`src/rtl/i2s_adc_receiver.sv`:
```
// I2S ADC receiver: synchronizes the codec's BCLK/ADCLRCK/ADCDAT into clk and deserializes
// 16-bit stereo frames into left/right pairs. Pairs go out through a one-pair valid/ready buffer.
module i2s_adc_receiver #(
    parameter int DATA_W      = 16,
    parameter int SYNC_STAGES = 2
) (
    input  logic              clk,
    input  logic              reset,
    input  logic              init_done,
    input  logic              AUD_BCLK,
    input  logic              AUD_ADCLRCK,
    input  logic              AUD_ADCDAT,
    output logic [DATA_W-1:0] sample_l,
    output logic [DATA_W-1:0] sample_r,
    output logic              sample_valid,
    input  logic              sample_ready,
    output logic              overrun,
    input  logic              overrun_clr,
    output logic              active
);

    localparam int CNT_W = (DATA_W > 2) ? $clog2(DATA_W) : 1;

    localparam logic [1:0] ST_IDLE    = 2'd0;
    localparam logic [1:0] ST_SKIP    = 2'd1;
    localparam logic [1:0] ST_SHIFT   = 2'd2;
    localparam logic [1:0] ST_WAIT_LR = 2'd3;

    localparam logic CH_L = 1'b0;
    localparam logic CH_R = 1'b1;

    localparam logic [CNT_W-1:0] CNT_LAST = CNT_W'(DATA_W - 1);
    localparam logic [CNT_W-1:0] CNT_ONE  = CNT_W'(1);

    // ------------------------------------------------------------------
    // Input synchronizers. The three lines share one chain of identical
    // depth, so the data bit stays aligned with the BCLK edge it belongs to.
    // ------------------------------------------------------------------
    logic [2:0]                     aud_in;
    logic [SYNC_STAGES-1:0][2:0]    sync_q;
    logic [SYNC_STAGES-1:0][2:0]    sync_d;
    logic                           bclk_prev_q;
    logic                           bclk_prev_d;
    logic                           lrck_prev_q;
    logic                           lrck_prev_d;

    logic bclk_s;
    logic lrck_s;
    logic dat_s;
    logic bclk_rise;
    logic lr_fall;
    logic lr_rise;

    assign aud_in = {AUD_BCLK, AUD_ADCLRCK, AUD_ADCDAT};

    always_comb begin
        sync_d[0] = aud_in;
        for (int i = 1; i < SYNC_STAGES; i++) begin
            sync_d[i] = sync_q[i-1];
        end
    end

    assign bclk_s = sync_q[SYNC_STAGES-1][2];
    assign lrck_s = sync_q[SYNC_STAGES-1][1];
    assign dat_s  = sync_q[SYNC_STAGES-1][0];

    assign bclk_prev_d = bclk_s;
    assign lrck_prev_d = lrck_s;

    assign bclk_rise = bclk_s & ~bclk_prev_q;
    assign lr_fall   = ~lrck_s & lrck_prev_q;
    assign lr_rise   = lrck_s & ~lrck_prev_q;

    always_ff @(posedge clk) begin
        if (reset) begin
            sync_q      <= '0;
            bclk_prev_q <= 1'b0;
            lrck_prev_q <= 1'b0;
        end else begin
            sync_q      <= sync_d;
            bclk_prev_q <= bclk_prev_d;
            lrck_prev_q <= lrck_prev_d;
        end
    end

    // ------------------------------------------------------------------
    // Frame deserializer
    // ------------------------------------------------------------------
    logic [1:0]        state_q;
    logic [1:0]        state_d;
    logic              chan_q;
    logic              chan_d;
    logic [CNT_W-1:0]  bitcnt_q;
    logic [CNT_W-1:0]  bitcnt_d;
    logic [DATA_W-2:0] shift_q;
    logic [DATA_W-2:0] shift_d;
    logic [DATA_W-1:0] hold_l_q;
    logic [DATA_W-1:0] hold_l_d;
    logic              left_ok_q;
    logic              left_ok_d;

    logic [DATA_W-1:0] word;
    logic              pair_done;

    // The word including the bit arriving this cycle; only meaningful on bclk_rise.
    assign word = {shift_q, dat_s};

    always_comb begin
        state_d   = state_q;
        chan_d    = chan_q;
        bitcnt_d  = bitcnt_q;
        shift_d   = shift_q;
        hold_l_d  = hold_l_q;
        left_ok_d = left_ok_q;
        pair_done = 1'b0;

        if (!init_done) begin
            state_d   = ST_IDLE;
            bitcnt_d  = '0;
            shift_d   = '0;
            left_ok_d = 1'b0;
        end else if (state_q == ST_IDLE) begin
            if (lr_fall) begin
                state_d   = ST_SKIP;
                chan_d    = CH_L;
                left_ok_d = 1'b0;
            end
        end else begin
            // An LRCK edge always wins over a coincident BCLK edge.
            if (lr_fall) begin
                state_d   = ST_SKIP;
                chan_d    = CH_L;
                left_ok_d = 1'b0;
            end else if (lr_rise) begin
                state_d   = ST_SKIP;
                chan_d    = CH_R;
                // Only a fully received left word may pair with the coming right word.
                left_ok_d = left_ok_q && (state_q == ST_WAIT_LR) && (chan_q == CH_L);
            end else if (bclk_rise) begin
                case (state_q)
                    ST_SKIP: begin
                        state_d  = ST_SHIFT;
                        bitcnt_d = '0;
                    end
                    ST_SHIFT: begin
                        shift_d  = word[DATA_W-2:0];
                        bitcnt_d = bitcnt_q + CNT_ONE;
                        if (bitcnt_q == CNT_LAST) begin
                            state_d = ST_WAIT_LR;
                            if (chan_q == CH_L) begin
                                hold_l_d  = word;
                                left_ok_d = 1'b1;
                            end else begin
                                pair_done = left_ok_q;
                                left_ok_d = 1'b0;
                            end
                        end
                    end
                    default: ;
                endcase
            end
        end
    end

    always_ff @(posedge clk) begin
        if (reset) begin
            state_q   <= ST_IDLE;
            chan_q    <= CH_L;
            bitcnt_q  <= '0;
            shift_q   <= '0;
            hold_l_q  <= '0;
            left_ok_q <= 1'b0;
        end else begin
            state_q   <= state_d;
            chan_q    <= chan_d;
            bitcnt_q  <= bitcnt_d;
            shift_q   <= shift_d;
            hold_l_q  <= hold_l_d;
            left_ok_q <= left_ok_d;
        end
    end

    // ------------------------------------------------------------------
    // One-pair output buffer and sticky overrun flag
    // ------------------------------------------------------------------
    logic [DATA_W-1:0] sample_l_q;
    logic [DATA_W-1:0] sample_l_d;
    logic [DATA_W-1:0] sample_r_q;
    logic [DATA_W-1:0] sample_r_d;
    logic              sample_valid_q;
    logic              sample_valid_d;
    logic              overrun_q;
    logic              overrun_d;

    always_comb begin
        sample_l_d     = sample_l_q;
        sample_r_d     = sample_r_q;
        sample_valid_d = sample_valid_q;
        overrun_d      = overrun_q & ~overrun_clr;

        if (sample_valid_q && sample_ready) begin
            sample_valid_d = 1'b0;
        end

        // A new pair may replace one being consumed this cycle; otherwise it is dropped.
        if (pair_done) begin
            if (!sample_valid_q || sample_ready) begin
                sample_l_d     = hold_l_q;
                sample_r_d     = word;
                sample_valid_d = 1'b1;
            end else begin
                overrun_d = 1'b1;
            end
        end
    end

    always_ff @(posedge clk) begin
        if (reset) begin
            sample_l_q     <= '0;
            sample_r_q     <= '0;
            sample_valid_q <= 1'b0;
            overrun_q      <= 1'b0;
        end else begin
            sample_l_q     <= sample_l_d;
            sample_r_q     <= sample_r_d;
            sample_valid_q <= sample_valid_d;
            overrun_q      <= overrun_d;
        end
    end

    assign sample_l     = sample_l_q;
    assign sample_r     = sample_r_q;
    assign sample_valid = sample_valid_q;
    assign overrun      = overrun_q;
    assign active       = (state_q != ST_IDLE);

endmodule

```
`config.mk`:
```
export PLATFORM = sky130hd
export DESIGN_NAME = i2s_adc_receiver
export DESIGN_NICKNAME = d
export VERILOG_FILES = /design/src/rtl/i2s_adc_receiver.sv
export SDC_FILE = /design/constraint.sdc
export NUM_CORES = 1
export LEC_CHECK = 0
export ABC_AREA = 0
export CAP_MARGIN = 20
export CORE_AREA = 2 2 80 82
export CTS_CLUSTER_SIZE = 25
export DETAILED_ROUTE_END_ITERATION = 6
export DIE_AREA = 0 0 82 84
export GPL_ROUTABILITY_DRIVEN = 1
export PLACE_DENSITY = 0.77
export SKIP_CTS_REPAIR_TIMING = 1
export SYNTH_ARGS = -nofsm -noshare
export SYNTH_HDL_FRONTEND = slang
export SYNTH_SLANG_ARGS = --single-unit
```
`constraint.sdc`:
```
create_clock -name clk -period 4.6 [get_ports clk]
set_clock_uncertainty 0.1 [all_clocks]
set_input_delay 0.69 -clock clk [delete_from_list [all_inputs] [get_ports clk]]
set_output_delay 0.69 -clock clk [all_outputs]
set_load 0.005 [all_outputs]
```
# Word level (Yosys, flattened, before mapping)
# Index checks and enable logic that the tools add are counted.
totals:
  register_bits: 81
  in_bits: 8
  out_inout_bits: 35
  wordCells: 87
classes:
  add_sub_neg: 1
  n_eq_ne: 6
  n_mux: 32
  bitwise_logic: 13
  reduce_logical: 21
ops:
  columns: ["op", "count"]
  rows:
  - ["2-to-1 mux 1 bit", 24]
  - ["2-to-1 mux 2 bit", 6]
  - ["AND reduction 5 bit", 2]
  - ["inverter 1 bit", 9]
  - ["nonzero test 3 bit", 3]
  - ["one-hot mux 4 bit (2 select lines)", 1]
  - ["AND reduction 4 bit", 2]
  - ["AND reduction 8 bit", 1]
  - ["nonzero test 2 bit", 3]
  - ["adder 4 x 1 -> 4 bit, second input constant", 1]
  - ["bitwise AND 1 bit", 4]
  - ["== test 2 bit, second input constant", 2]
  - ["== test 4 bit, second input constant", 1]
  - ["inequality test 4 bit, second input constant", 1]
  - ["one-hot mux 2 bit (2 select lines)", 1]
  - ["nonzero test 4 bit", 1]
  - ["logical AND 1 bit", 3]
  - ["AND reduction 3 bit", 1]
  - ["== test 2 x 1 -> 1 bit, second input constant", 1]
  - ["zero test 2 bit", 1]
  - ["inequality test 2 bit, second input constant", 1]
  - ["AND reduction 2 bit", 1]
  - ["OR reduction 2 bit", 1]
  - ["zero test 1 bit", 1]
  - ["logical OR 1 bit", 1]

# Logic depth before layout (Yosys ltp)
# Gate-level depths: netlist of the first run.
depth:
  word_depth: 9
  depth_mapped: 9

# Worst setup path before layout of the first run
# No wires, ideal clock.
synth_path:
  kind: "reg2reg"
  start: "register state_q[0]"
  end: "register hold_l_q[11]"
  arrival_time_ns: 1.538
  required_time_ns: 4.368
  slack_ns: 2.830
  stages_incl_launch_ff: 8
  path_buffers: 1
  path_cell_list: "dfxtp_1 inv_1 ha_1 nor3b_4 nand4b_1 clkbuf_1 nand2_1 a21oi_1"
synth_via:
  elab_chain_len: 3
synth_lines:
  columns: ["element", "line_no", "text"]
  rows:
  - ["start, declared", "89", "logic [1:0] state_q;"]
  - ["start signal, assigned", "174", "state_q <= state_d;"]
  - ["zero test 2 bit", "122", "end else if (state_q == ST_IDLE) begin"]
  - ["inverter 1 bit (no line)", null, null]
  - ["AND reduction 8 bit (no line) (*)", null, null]
  - ["end signal, assigned", "178", "hold_l_q <= hold_l_d;"]
  - ["end, declared", "97", "logic [DATA_W-1:0] hold_l_q;"]
# Mark *: on every way between the ends. The rest lies on a longest branch, timed or not.
# A chain may end at the register's enable or synchronous reset.

# Final worst setup path of the first run
layout_path:
  start: "register state_q[0]"
  end: "output port active"
layout_via:
  elab_chain_len: 1
layout_lines:
  columns: ["element", "line_no", "text"]
  rows:
  - ["nonzero test 2 bit", "235", "assign active = (state_q != ST_IDLE);"]
  - ["end, declared", "19", "output logic active"]
# No other way between the ends.

==> flow_summary.yaml, run 1 <==
status:
  status: "complete, no violations"
clocking:
  htree_levels: 3
  cts_buffers: 9
  clk_latency_ps: 350
  cts_tree: "yes"
  cts.clk_slew.worst_paths_ps: 80
  cts_num_sinks: 81
  cts_root_buffer: "clkbuf_8"
  clock_path_buffers: 2
global_routing:
  grt-ovfl-total: 0
  grt_pass1_vias: 2566
  grtUsageTotal_pct: 20.7
  grt_first_pass_wirelength_mm: 11.4
  grt_max_degree: 61
  antenna_found_initial: 0
synthesis:
  syn_avg_cell_area_um2: 8.34
  synth_seq_cells: 81
  synth_nets: 395
  yosysTopAreaCellShare_pct: 51.0
  synthCells: 381
  syn_area_mm2: 0.00318
  synth_most_common_cell: "dfxtp_1"
  ys_top_cells_by_area: "dfxtp_1, a21oi_1, nand2_1"
  synth_flop_cell: "dfxtp_1"
  ys_async_sr_fraction_pct: 0
  synth_edf_count: 0
  ys_types: 34
  synth_seq_area_share_pct: 51.0
  synth_warnings: 0
  yosysTopAreaCell: "dfxtp_1"
  synth_common_cells: "dfxtp_1, a21oi_1, nand2_1"
sta:
  setup_viol: 0
  min_period_ps: 2530
  period_share_pct: 55.0
  fmaxAchievable_mhz: 396
  slew_viol_final: 0
  max_slew_margin_pct: 39.6
  rsz0062_at_grt: "no"
  worst_slew_pin_slew_ps: 907
  fin_tns_setup_ps: 0
  final-hold-violation-count: 0
cells_and_area:
  drive_above_1_share_pct: 6.28
  diodes: 0
  fill_cells: 537
  fin_area_mm2: 0.00383
  syn_to_final_growth_pct: 20.6
  final_nets: 423
route:
  first_pass_iters: 4
  vias: 2721
  routed_wl_mm: 6.75
  dr.first_iter.drc_count: 211
  wl_per_cell_um: 13.7
  vias_per_cell: 5.54
  detail-route-antenna-nets: 0
  drcViolationCount: 0
worst_setup_path:
  crit_path_end_kind: "output pin"
  cp.arrival_ps: 1740
  crit_required_ps: 3810
  critPathKind: "reg -> out"
  regToRegSetupSlack_ps: 2230
  critPathMaxFanout: 7
  start_kind: "flop"
die:
  io_pins: 43
  core_mm2: 0.00610
  fp.dieW_um: 82
  die_h_um: 84
  start_util_pct: 52.1
  dieArea_mm2: 0.00689
  num_rows: 29
hold_path:
  hold_class: "reg -> reg"
place:
  dpl_cell_area_mm2: 0.00356
  place.port_buffers: 42
  post-dp-hpwl_mm: 4.23
  gp_congestion: 0.839
power_and_ir_drop:
  ir_drop_v: 0.000236
  leakagePower_uw: 0.00124
  power.density_mw_per_mm2: 344
flow_run:
  cap_violations: 0
## state kept, by name, summed over array words and instances (netlist names)
signal / count
dat_s: 1
hold_l_q: 16
sample_r: 16
bclk_prev_d: 1
sample_valid: 1
chan_q: 1
left_ok_q: 1
state_q: 2
bclk_prev_q: 1
sample_l: 16
shift_q: 15
bitcnt_q: 4
lrck_prev_q: 1
sync_d: 3
overrun: 1
lrck_prev_d: 1
## placed cells by master (no fill, tap or decap), drive strengths merged, types with 2 or more instances in the layout
| cell type | synthesis | final |
|---|---|---|
| nand2b | 3 | 3 |
| and4 | 2 | 2 |
| ha | 6 | 6 |
| nor2 | 7 | 7 |
| and2 | 4 | 4 |
| o21ai | 36 | 36 |
| mux2 | 2 | 2 |
| bufinv | 0 | 2 |
| buf | 7 | 6 |
| nor3 | 2 | 2 |
| clkdlybuf4s50 | 0 | 41 |
| inv | 8 | 9 |
| nor2b | 10 | 10 |
| dfxtp | 81 | 81 |
| clkbuf | 23 | 12 |
| a21oi | 69 | 69 |
| nor3b | 3 | 3 |
| a311oi | 2 | 2 |
| nand2 | 67 | 67 |
| nand3 | 37 | 37 |
## kinds of logic (layout without fill, tap and decap cells)
kind of cell	Yosys count	count (layout)	synth area share, %
adder cells (fa/ha/maj)	6	6	2.36
flip-flops	81	81	51.0
AND/OR/NAND/NOR	142	142	21.9
multiplexers	2	2	0.709
AO/OA/AOI/OAI	112	112	18.3
buffers and inverters	38	71	5.71
## cell type report
type	instances	area, µm²	area share, %
flip-flops and latches	81	1620	42.3
multi-input cells	262	1380	35.9
repair buffers	47	480	12.5
clock buffers	12	155	4.05
well taps	77	96.3	2.51
clock inverters	4	73.8	1.93
inverters	8	30.0	0.784
## per-stage QoR
stage                     cells  setup WS (ps)  hold slack, ps  power, µW  utilization [%]
after floorplan             381           2830             314        739                -
after global placement      473           1680             320        748             58.4
after detailed placement    473           1610             328        749             58.4
after CTS                   489           1930             346       1330             62.2
after global routing        491           1990             361       1360             62.9
final                       491           2070             344       1320             62.9
## final timing paths
kind,start,end,cells after the start
worst max-delay path,state_q[0]$_SDFFE_PP0P_,active,4
worst min-delay path,sync_d[5]$_SDFF_PP0_,bclk_prev_d$_SDFF_PP0_,1
worst max register to register,state_q[0]$_SDFFE_PP0P_,sample_r[11]$_SDFFE_PP0P_,7
worst min register to register,sync_d[5]$_SDFF_PP0_,bclk_prev_d$_SDFF_PP0_,1
## worst max-delay path: stages, from the launching register on
cell	delay (ps)
dfxtp_1	360
inv_1	70
ha_1	300
inv_1	140
clkdlybuf4s50_1	510
## power by group
group / internal, µW / total, µW / switching (µW)
clock network: 337 / 588 / 251
logic: 10.2 / 27.4 / 17.2
registers: 703 / 705 / 1.42
total: 1050 / 1320 / 269
## routing by layer
layer	vias to the layer above	GRT usage, %	wire length (µm)
li1	1366	-	-
met4	0	7.42	90
met1	1271	27.6	3070
met2	74	33.2	3240
met5	-	0	0
met3	10	3.68	340
(Power assumes the default switching activity.)
==> run 2: changes to the inputs <==
--- a/config.mk
+++ b/config.mk
@@ -7,12 +7,12 @@
 export LEC_CHECK = 0
 export ABC_AREA = 0
 export CAP_MARGIN = 20
-export CORE_AREA = 2 2 80 82
+export CORE_AREA = 2 2 84 86
 export CTS_CLUSTER_SIZE = 25
 export DETAILED_ROUTE_END_ITERATION = 6
-export DIE_AREA = 0 0 82 84
+export DIE_AREA = 0 0 86 88
 export GPL_ROUTABILITY_DRIVEN = 1
-export PLACE_DENSITY = 0.77
+export PLACE_DENSITY = 0.74
 export SKIP_CTS_REPAIR_TIMING = 1
 export SYNTH_ARGS = -nofsm -noshare
 export SYNTH_HDL_FRONTEND = slang
==> constraint.sdc (replaced) <==
create_clock -name clk -period 2.2 [get_ports clk]
set_clock_uncertainty 0.1 [all_clocks]
set_input_delay 0.33 -clock clk [delete_from_list [all_inputs] [get_ports clk]]
set_output_delay 0.33 -clock clk [all_outputs]
set_load 0.005 [all_outputs]
==> run 2 against run 1 <==
Compared with the run above: global-route usage decreased by 1.8 points; sequential share of layout area increased by 0.21 points; combinational power increased by 120%; critical path type unchanged; highest routed layer unchanged; first-iteration DRC count increased by 13%; worst hold slack got worse by 2.0 ps; non-clock buffer count increased by 5; total power increased by 91%.
==> flow_summary.yaml, run 2 (synthesized netlist as in run 1, its figures left out) <==
die:
  start_util_pct: 47.8
  dieArea_mm2: 0.00757
  io_pins: 43
  num_rows: 30
  die_h_um: 88
  fp.dieW_um: 86
  core_mm2: 0.00664
place:
  post-dp-hpwl_mm: 4.18
  dp_cells: 483
  place_ws_ps: 204
  gp_congestion: 0.887
  place.port_buffers: 42
clocking:
  cts_root_buffer: "clkbuf_8"
  clk_latency_ps: 340
  cts_buffers: 9
  cts_num_sinks: 81
  cts.clk_slew.worst_paths_ps: 70
  clock_path_buffers: 2
  htree_levels: 3
  cts_tree: "yes"
power_and_ir_drop:
  leakagePower_uw: 0.00122
  power_frac_clock_pct: 39.0
  pwr-share-comb_pct: 2.4
  p_int_uw: 1940
  ir_drop_v: 0.000366
  p_sw_share_pct: 22.8
  p_sw_uw: 575
  power.density_mw_per_mm2: 660
  p_total_uw: 2520
  p_seq_share_pct: 58.6
cells_and_area:
  drive_above_1_share_pct: 7.64
  final_cell_mix: "dfxtp_1, a21oi_1, nand2_1"
  syn_to_final_growth_pct: 20.0
  final_common_cell: "dfxtp_1"
  finalNonFillerCells: 499
  final_nets: 428
  diodes: 0
  final_util_pct: 57.4
  fill_cells: 609
global_routing:
  grt-ovfl-total: 0
  grtUsageTotal_pct: 18.9
  grt_pass1_vias: 2461
  grt_first_pass_wirelength_mm: 11.4
  antenna_found_initial: 0
  grt_max_degree: 34
worst_setup_path:
  start_kind: "flop"
  regToRegSetupSlack_ps: 200
  r2r-end: "bitcnt_q[2]$_SDFFE_PP0P_"
  crit_path_end_kind: "output pin"
  critPathKind: "reg -> out"
  path_cells: "inv_1 > ha_2 > inv_1 > clkdlybuf4s50_1"
  cp.arrival_ps: 1670
  critPathMaxFanout: 7
  crit_required_ps: 1770
  cp_slowest_cell: "clkdlybuf4s50_1"
  max_stage_delay_ps: 520
  r2r_start: "state_q[1]$_SDFFE_PP0P_"
  cp_common_cell: "inv_1"
  rr_worst_depth: 6
sta:
  timing.final.ws_setup_ps: 99.9
  fmaxAchievable_mhz: 476
  fin_tns_setup_ps: 0
  max_slew_margin_pct: 67.0
  worst_slew_pin_slew_ps: 494
  setup_viol: 0
  final-hold-violation-count: 0
  slew_viol_final: 0
  rsz0062_at_grt: "no"
  min_period_ps: 2100
  period_share_pct: 95.5
route:
  detail-route-antenna-nets: 0
  first_pass_iters: 4
  wl_per_cell_um: 13.3
  vias: 2725
  routed_wl_mm: 6.63
  vias_per_cell: 5.46
  dr.first_iter.drc_count: 239
  drcViolationCount: 0
hold_path:
  hp-start: "sync_d[4]$_SDFF_PP0_"
  hold_end: "lrck_prev_d$_SDFF_PP0_"
  hold_class: "reg -> reg"
  hold_path_depth: 1
flow_run:
  cap_violations: 0
status:
  status: "complete, no violations"
## run 2: power by group through the flow
stage	clock network [µW]	registers, µW	logic (µW)
2_1_floorplan	0	1510	37.5
3_3_place_gp	0	1510	58.8
3_5_place_dp	0	1510	59.6
4_1_cts	1010	1470	59.9
5_1_grt	1080	1470	65.3
6_report	982	1470	60.0
## run 2: worst max path at each step
stage	start	end	cells after the start
finish	state_q[0]$_SDFFE_PP0P_	active	4
global route	state_q[0]$_SDFFE_PP0P_	sample_r[1]$_SDFFE_PP0P_	7
CTS	state_q[0]$_SDFFE_PP0P_	active	4
detailed placement	init_done	sample_r[6]$_SDFFE_PP0P_	6
global placement	init_done	sample_r[7]$_SDFFE_PP0P_	6
floorplan	state_q[0]$_SDFFE_PP0P_	hold_l_q[11]$_SDFFE_PP0P_	7
## run 2: worst max-delay path, delay by kind of cell, from the launching register on
kind                       cells  cell delay, ps
DFF                            1             360
buffers and inverters          3             730
adders and majority gates      1             240
## run 2: per-layer routing
metal	vias up	GRT usage, %	routed length [µm]
li1	1371	-	-
met5	-	0	0
met4	0	5.63	65
met2	67	29.2	3030
met3	4	5.94	307
met1	1283	25.5	3230
## run 2: final cells by class
class                   count  area (µm²)  area share (%)
clock inverters             5        40.0            1.05
multi-input cells         262        1380            36.1
repair buffers             52         503            13.2
inverters                   8        30.0           0.787
well taps                  80         100            2.62
clock buffers              11         141            3.71
flip-flops and latches     81        1620            42.5
## run 2: through the flow
stage | hold WS, ps | area (µm²)
floorplan | 314 | 3180
global placement | 319 | 3630
detailed placement | 328 | 3630
CTS | 350 | 3810
global route | 361 | 3810
finish | 342 | 3810
==> run 3: changes to the inputs <==
--- a/config.mk
+++ b/config.mk
@@ -12,7 +12,7 @@
 export DETAILED_ROUTE_END_ITERATION = 6
 export DIE_AREA = 0 0 86 88
 export GPL_ROUTABILITY_DRIVEN = 1
-export PLACE_DENSITY = 0.74
+export PLACE_DENSITY = 0.73
 export SKIP_CTS_REPAIR_TIMING = 1
 export SYNTH_ARGS = -nofsm -noshare
 export SYNTH_HDL_FRONTEND = slang
==> run 3 against run 2 <==
Compared with the run above: die area unchanged; first-iteration DRC count is 26% lower; cell area about the same; wire length grew 2.2%; maximum frequency decreased by 0.93%; clock power fell by 3.2%; final cell count shrank 0.20%; critical path type unchanged; largest power group unchanged.
==> flow_summary.yaml, run 3 (synthesized netlist as in run 1, its figures left out) <==
worst_setup_path:
  cp_top_family: "buffers and inverters"
  r2r_start: "state_q[1]$_SDFFE_PP0P_"
  cp_common_cell: "inv_1"
  rr_worst_depth: 6
  r2r-end: "bitcnt_q[2]$_SDFFE_PP0P_"
  cp.depth: 4
  cp.arrival_ps: 1690
  crit_path_start: "state_q[0]$_SDFFE_PP0P_"
  regToRegSetupSlack_ps: 150
  critPathKind: "reg -> out"
  cp-endpoint: "active"
  crit_required_ps: 1770
  crit_path_end_kind: "output pin"
  cp_slowest_cell: "clkdlybuf4s50_1"
  crit_buf_inv: 3
  critPathMaxFanout: 7
  start_kind: "flop"
  path_cells: "inv_1 > ha_2 > inv_1 > clkdlybuf4s50_1"
  max_stage_delay_ps: 520
cells_and_area:
  final_cell_mix: "dfxtp_1, a21oi_1, nand2_1"
  final_common_cell: "dfxtp_1"
  fin_area_mm2: 0.00381
  diodes: 0
  drive_above_1_share_pct: 7.66
  final_util_pct: 57.4
  final_nets: 428
  syn_to_final_growth_pct: 20.0
power_and_ir_drop:
  p_sw_share_pct: 22.6
  p_int_uw: 1920
  p_total_uw: 2480
  p_sw_uw: 560
  power_frac_clock_pct: 38.3
  ir_drop_v: 0.000338
  p_seq_share_pct: 59.3
  power.density_mw_per_mm2: 651
  leakagePower_uw: 0.00122
  pwr-share-comb_pct: 2.4
place:
  gp_congestion: 0.768
  dpl_cell_area_mm2: 0.00364
  post-dp-hpwl_mm: 4.37
  place.port_buffers: 42
global_routing:
  top_usage_layer: "met2"
  grt-ovfl-total: 0
  grt_pass1_vias: 2542
  grtUsageMet3_pct: 3.11
  use_met2_pct: 30.7
  antenna_found_initial: 0
  grt_max_degree: 60
  grt_use_met1_pct: 25.6
  grt_first_pass_wirelength_mm: 11.6
  grtUsageTotal_pct: 19.1
sta:
  worst_slew_pin_slew_ps: 588
  min_period_ps: 2120
  fmaxAchievable_mhz: 472
  max_slew_margin_pct: 60.8
  period_share_pct: 96.4
  final-hold-violation-count: 0
  slew_viol_final: 0
  setup_viol: 0
  hold_ws_ps: 340
route:
  routed_wl_mm: 6.78
  drcViolationCount: 0
  dr.first_iter.drc_count: 178
  wl_per_cell_um: 13.6
  vias_per_cell: 5.47
  first_pass_iters: 5
  detail-route-antenna-nets: 0
  vias: 2724
status:
  status: "complete, no violations"
die:
  dieArea_mm2: 0.00757
  fp.dieW_um: 86
  start_util_pct: 47.8
  num_rows: 30
  io_pins: 43
  core_mm2: 0.00664
  die_h_um: 88
clocking:
  htree_levels: 3
  cts_root_buffer: "clkbuf_8"
  cts_num_sinks: 81
  cts.clk_slew.worst_paths_ps: 70
  clk_latency_ps: 340
  cts_tree: "yes"
  cts_buffers: 9
  clock_path_buffers: 2
flow_run:
  cap_violations: 0
hold_path:
  hold_class: "reg -> reg"
## run 3: worst min path at each step
stage | start | end | slack (ps) | depth (start not counted)
after floorplan | sync_d[5]$_SDFF_PP0_ | bclk_prev_d$_SDFF_PP0_ | 310 | 1
after CTS | sync_d[3]$_SDFF_PP0_ | dat_s$_SDFF_PP0_ | 340 | 1
after global placement | sync_d[3]$_SDFF_PP0_ | dat_s$_SDFF_PP0_ | 320 | 1
after detailed placement | sync_d[3]$_SDFF_PP0_ | dat_s$_SDFF_PP0_ | 330 | 1
final | sync_d[5]$_SDFF_PP0_ | bclk_prev_d$_SDFF_PP0_ | 340 | 1
after global routing | sync_d[3]$_SDFF_PP0_ | dat_s$_SDFF_PP0_ | 350 | 1
## run 3: layout make-up
cell class | instances | area (µm²)
repair buffers | 52 | 515
flip-flops and latches | 81 | 1620
clock inverters | 5 | 32.5
fillers | 602 | 2830
inverters | 8 | 30.0
well taps | 80 | 100
clock buffers | 10 | 138
multi-input cells | 262 | 1380
## run 3: through the flow
| stage | TNS (ps) | std cells | setup WS (ps) |
|---|---|---|---|
| floorplan | 0 | 381 | 430 |
| global placement | 0 | 483 | 198 |
| detailed placement | 0 | 483 | 142 |
| CTS | 0 | 498 | 14.9 |
| global route | -11.7 | 498 | -11.7 |
| finish | 0 | 498 | 80.2 |
## run 3: routing by layer
metal  up-vias  share of wire [%]
met3        16                4.7
met1      1264                 47
met5         -                  0
met2        78                 46
met4         0                2.1
li1       1366                  -
## run 3: power groups by stage
stage                     Combinational [µW]  Clock, µW  Sequential [µW]
after global placement                  58.1          0             1510
after floorplan                         37.5          0             1510
after CTS                               59.7        975             1470
final                                   59.4        951             1470
after global routing                    66.2       1040             1470
after detailed placement                58.9          0             1510
==> edit 1: new RTL, settings of run 2 <==
Change the parameter `SYNC_STAGES` from 2 to 4.
--- a/src/rtl/i2s_adc_receiver.sv
+++ b/src/rtl/i2s_adc_receiver.sv
@@ -2,7 +2,7 @@
 // 16-bit stereo frames into left/right pairs. Pairs go out through a one-pair valid/ready buffer.
 module i2s_adc_receiver #(
     parameter int DATA_W      = 16,
-    parameter int SYNC_STAGES = 2
+    parameter int SYNC_STAGES = 4
 ) (
     input  logic              clk,
     input  logic              reset,
Formal check against the unedited RTL: not equivalent (a bounded check fails within 10 cycles, from zero or initial values and one cycle with reset high).
==> edit 1 against run 2 <==
Power up 9.0%; die area unchanged; final cell count up 4.0%; sequential cell count up 6; highest routed layer unchanged; register-to-register slack worse by 0.07 ns; design area up 7.0%; synthesized area up 4.8%; worst setup slack about the same; wire length up 9.8%.
==> edit 1: results (changes against run 2) <==
[status]
status=complete, no violations

[power]
peakVddDrop_uv=412  ; +13%
leakagePower_nw=1.32  ; +8.8%
p_int_mw=2.16  ; +12%

[placed_design]
routabilityCongestion=0.893  ; +0.65%
place_hpwl_um=4780  ; +14%
placed_cells=502  ; +3.9%
numPortBuffers=42  ; unchanged
post_dp_cell_area_mm2=0.00386  ; +6.4%
place_ws_ns=0.0965  ; -0.107 ns

[clocking]
clk_path_buf_depth=2  ; unchanged
cts_root_buffer=clkbuf_8
clkTransAtPathRegs_ns=0.08
cts_htree_levels=3  ; unchanged
numCtsBuffers=9  ; unchanged
clk_latency_ns=0.34  ; about the same

[yosys]
ys_top_cells_by_area=dfxtp_1 52%, a21oi_1 10%, nand2_1 7.2%, nand3_1 5.6%, o21ai_0 5.4%
synth_common_cells=87 x dfxtp_1, 69 x a21oi_1, 64 x nand2_1
synth-warning-count=0  ; unchanged
synth_adder_area_share=0.0225  ; -0.00108
syn-num-nets=407  ; +3.0%
synth_area_per_cell_um2=8.48  ; +1.6%
muxShareOfSynthArea=0.00639  ; -0.000700
async_reset_ff_frac=0  ; unchanged
synth.distinct_cells=36  ; +5.9%
synth_compound_area_frac=0.176  ; -0.00687
synth_xor_area_frac=0  ; unchanged
ys_seq_area_frac=0.523  ; +0.0127

[cells_and_area]
diodes=0  ; unchanged
final_nets=448  ; +4.7%
final_layout_size_suffix_gt1_frac=0.105  ; +0.0284

[grt]
met1_usage=0.270  ; +0.0151
antenna_found_initial=0  ; unchanged
grt_util_met3=0.0396  ; -0.0198
grtUsageTotal=0.198  ; +0.00926
grt_pass1_vias=2570  ; +4.4%
met2_usage=0.305  ; +0.0127
grt_pass1_wl_um=11900  ; +5.0%
grt_max_degree=51  ; +50%

[drt]
top_layer_used=met4
wl_met3_um=323  ; +5.2%
avgViaCountPerCell=5.44  ; -0.33%
met1_length_um=3480  ; +8.0%
dr_wl_met2_um=3370  ; +11%
drt_first_pass_iters=4  ; unchanged
routed_wl_um=7280  ; +9.8%
drt_iter0_drc=213  ; -11%
wl_per_cell_um=14.0  ; +5.5%

[timing]
slew_headroom=0.654  ; -0.0155

[setup_path]
startpoint=state_q[0]
cp_data_arrival_time_ns=1.67  ; about the same
crit_fanout=7  ; unchanged
r2r_start=lrck_prev_q

[min_path]
hold_class=input pin to register
hold_start=reset

[edit 1: cell count changes after synthesis, sizes merged, moves of 2 or more]
| cell | run 2 | this run |
|---|---|---|
| buf | 7 | 11 |
| dfxtp | 81 | 87 |
| clkbuf | 23 | 19 |
| or3b | 1 | 3 |
| nor4 | 0 | 2 |
| nor2b | 10 | 16 |
[edit 1: power groups by stage]
| stage | logic (mW) | clock network [mW] | registers, mW |
|---|---|---|---|
| final | 0.0563 | 1.10 | 1.58 |
| after detailed placement | 0.0557 | 0 | 1.62 |
| after global placement | 0.0548 | 0 | 1.62 |
| after global routing | 0.0619 | 1.20 | 1.58 |
| after floorplan | 0.0320 | 0 | 1.62 |
| after CTS | 0.0559 | 1.13 | 1.58 |
[edit 1: final timing paths]
| kind | slack, ns | cells past startpoint | to |
|---|---|---|---|
| worst max-delay path | 0.1 | 5 | active |
| worst min-delay path | 0.29 | 3 | lrck_prev_q |
| worst max register to register | 0.13 | 6 | hold_l_q[14] |
| worst min register to register | 0.34 | 1 | bclk_prev_d |
[edit 1: critical path: stages, from the launching register on]
cell and delay (ns):
dfxtp_2 0.34, inv_1 0.05, ha_1 0.20, buf_4 0.17, inv_2 0.08, clkdlybuf4s50_1 0.50
[edit 1: logic make-up after synthesis]
family / count (synthesis)
and+or+nand+nor: 148
AOI/OAI and AO/OA: 113
DFF: 87
buffers and inverters: 37
adders and majority gates: 6
muxes: 2
[edit 1: layout make-up]
| cell class | count | area (um^2) |
|---|---|---|
| fill | 601 | 2560 |
| clock inverter | 4 | 55.1 |
| inverter | 7 | 26.3 |
| clock buffer | 12 | 145 |
| tap | 80 | 100 |
| sequential | 87 | 1740 |
| multi-input combinational | 269 | 1440 |
| timing repair buffer | 60 | 576 |
==> edit 2: new RTL, settings of run 2 <==
Made on the original files. Reset style: asynchronous (`reset`), changed in 3 clocked blocks.
--- a/src/rtl/i2s_adc_receiver.sv
+++ b/src/rtl/i2s_adc_receiver.sv
@@ -71,7 +71,7 @@
     assign lr_fall   = ~lrck_s & lrck_prev_q;
     assign lr_rise   = lrck_s & ~lrck_prev_q;
 
-    always_ff @(posedge clk) begin
+    always_ff @(posedge clk or posedge reset) begin
         if (reset) begin
             sync_q      <= '0;
             bclk_prev_q <= 1'b0;
@@ -162,7 +162,7 @@
         end
     end
 
-    always_ff @(posedge clk) begin
+    always_ff @(posedge clk or posedge reset) begin
         if (reset) begin
             state_q   <= ST_IDLE;
             chan_q    <= CH_L;
@@ -214,7 +214,7 @@
         end
     end
 
-    always_ff @(posedge clk) begin
+    always_ff @(posedge clk or posedge reset) begin
         if (reset) begin
             sample_l_q     <= '0;
             sample_r_q     <= '0;
Behaviour: differs if reset is asserted again (counterexample within 10 cycles, from zero or initial values and one cycle with reset high); with reset held inactive, the same outputs for 10 cycles.
==> edit 2 against run 2 <==
Die area unchanged; first-iteration DRC count fell by 69%; wire length shrank 16%; design area grew 8.1%; synthesized area rose by 5.9%; worst setup slack got worse by 0.029 ns; power grew 7.0%; sequential cell count did not move.
==> edit 2: results (changes against run 2) <==
[yosys]
synth.distinct_cells=47  ; +38%
ys_top_cells_by_area=dfrtp_1 60%, mux2_2 13%, mux2_4 4.5%, a22o_2 3.0%, a22o_1 1.6%
synth_common_cells=81 x dfrtp_1, 38 x mux2_2, 10 x a22o_2, 10 x mux2_4, 8 x nand2_1
synth-warning-count=0  ; unchanged
ys_seq_area_frac=0.602  ; +0.0922
async_reset_ff_frac=1.00  ; +1.00
syn-num-nets=242  ; -39%
synth_cells=231  ; -39%

[grt]
antenna_found_initial=0  ; unchanged
grt_max_degree=41  ; +21%
grt_pass1_vias=2039  ; -17%
grt_pass1_wl_um=9610  ; -15%
grtUsageTotal=0.164  ; -0.0257

[placed_design]
placed_cells=351  ; -27%
numPortBuffers=42  ; unchanged
routabilityCongestion=0.784  ; -12%
place_ws_ns=0.0822  ; -0.122 ns
place_hpwl_um=3810  ; -9.0%

[drt]
vias=1984  ; -27%
drt_first_pass_iters=4  ; unchanged
wl_per_cell_um=15.2  ; +14%
routed_wl_um=5580  ; -16%
drt_iter0_drc=73  ; -69%

[setup_path]
ff2ff_setup_slack_ns=0.10  ; -0.10 ns
r2r_start=bitcnt_q[0]
r2r_end=hold_l_q[11]
crit_fanout=16  ; +9
rr_worst_depth=6  ; unchanged
cp_data_arrival_time_ns=1.70  ; +0.03 ns

[power]
leakagePower_nw=1.98  ; +63%
peakVddDrop_uv=299  ; -18%

[clocking]
clkTransAtPathRegs_ns=0.09  ; +0.02 ns
clk_path_buf_depth=2  ; unchanged
cts_root_buffer=clkbuf_8
cts_htree_levels=3  ; unchanged
clk_latency_ns=0.35

[timing]
tightestPinTransition_ns=0.692  ; +0.198 ns
hold_viol=0  ; unchanged

[cells_and_area]
diodes=0  ; unchanged
final_nets=293  ; -32%
final_layout_size_suffix_gt1_frac=0.328  ; +0.251
fillCellCount=502  ; -18%

[status]
status=complete, no violations

[min_path]
hold_class=input pin to async pin

## edit 2: layout make-up
class                           count  area (um^2)  area share
Clock buffer                        9          124      0.0300
Sequential cell                    81         2030       0.492
Tap cell                           80          100      0.0243
Clock inverter                      7         76.3      0.0185
Multi-Input combinational cell    131         1200       0.291
Timing Repair Buffer               54          573       0.139
Inverter                            5         22.5     0.00546
## edit 2: cell families after synthesis
| family | share of synthesized area |
|---|---|
| AOI/OAI and AO/OA | 0.0878 |
| muxes | 0.172 |
| DFF | 0.602 |
| adders and majority gates | 0.0141 |
| and+or+nand+nor | 0.0829 |
| buffers and inverters | 0.0409 |
## edit 2: worst max-delay path, stage by stage (launching register included)
cell and delay [ns]:
dfrtp_1 0.41, buf_4 0.20, or2_2 0.30, clkdlybuf4s50_1 0.45
## edit 2: worst max path at each step
stage	start	end	slack [ns]	cells past startpoint
global route	lrck_prev_d	shift_q[10]	0.008	6
CTS	state_q[0]	active	0.06	3
floorplan	lrck_prev_q	shift_q[10]	0.18	7
finish	state_q[0]	active	0.07	3
detailed placement	init_done	sample_l[5]	0.08	7
global placement	init_done	hold_l_q[7]	0.13	6
## edit 2: per-stage QoR
stage / hold slack, ns / instance area (um^2)
floorplan: 0.231 / 3370
global placement: 0.237 / 3920
detailed placement: 0.235 / 3920
CTS: 0.243 / 4120
global route: 0.260 / 4120
finish: 0.233 / 4120
## edit 2: per-layer routing
metal / routed length [um] / GRT usage / part of all wire / vias up
li1: - / - / - / 930
met1: 2560 / 0.219 / 0.46 / 1010
met2: 2770 / 0.261 / 0.50 / 37
met3: 167 / 0.0320 / 0.030 / 7
met4: 77 / 0.0736 / 0.014 / 0
met5: 0 / 0 / 0 / -
## edit 2: power breakdown
group	switching [mW]	internal [mW]
registers	0.0109	1.50
logic	0.0631	0.0451
clock network	0.541	0.531
total	0.615	2.08
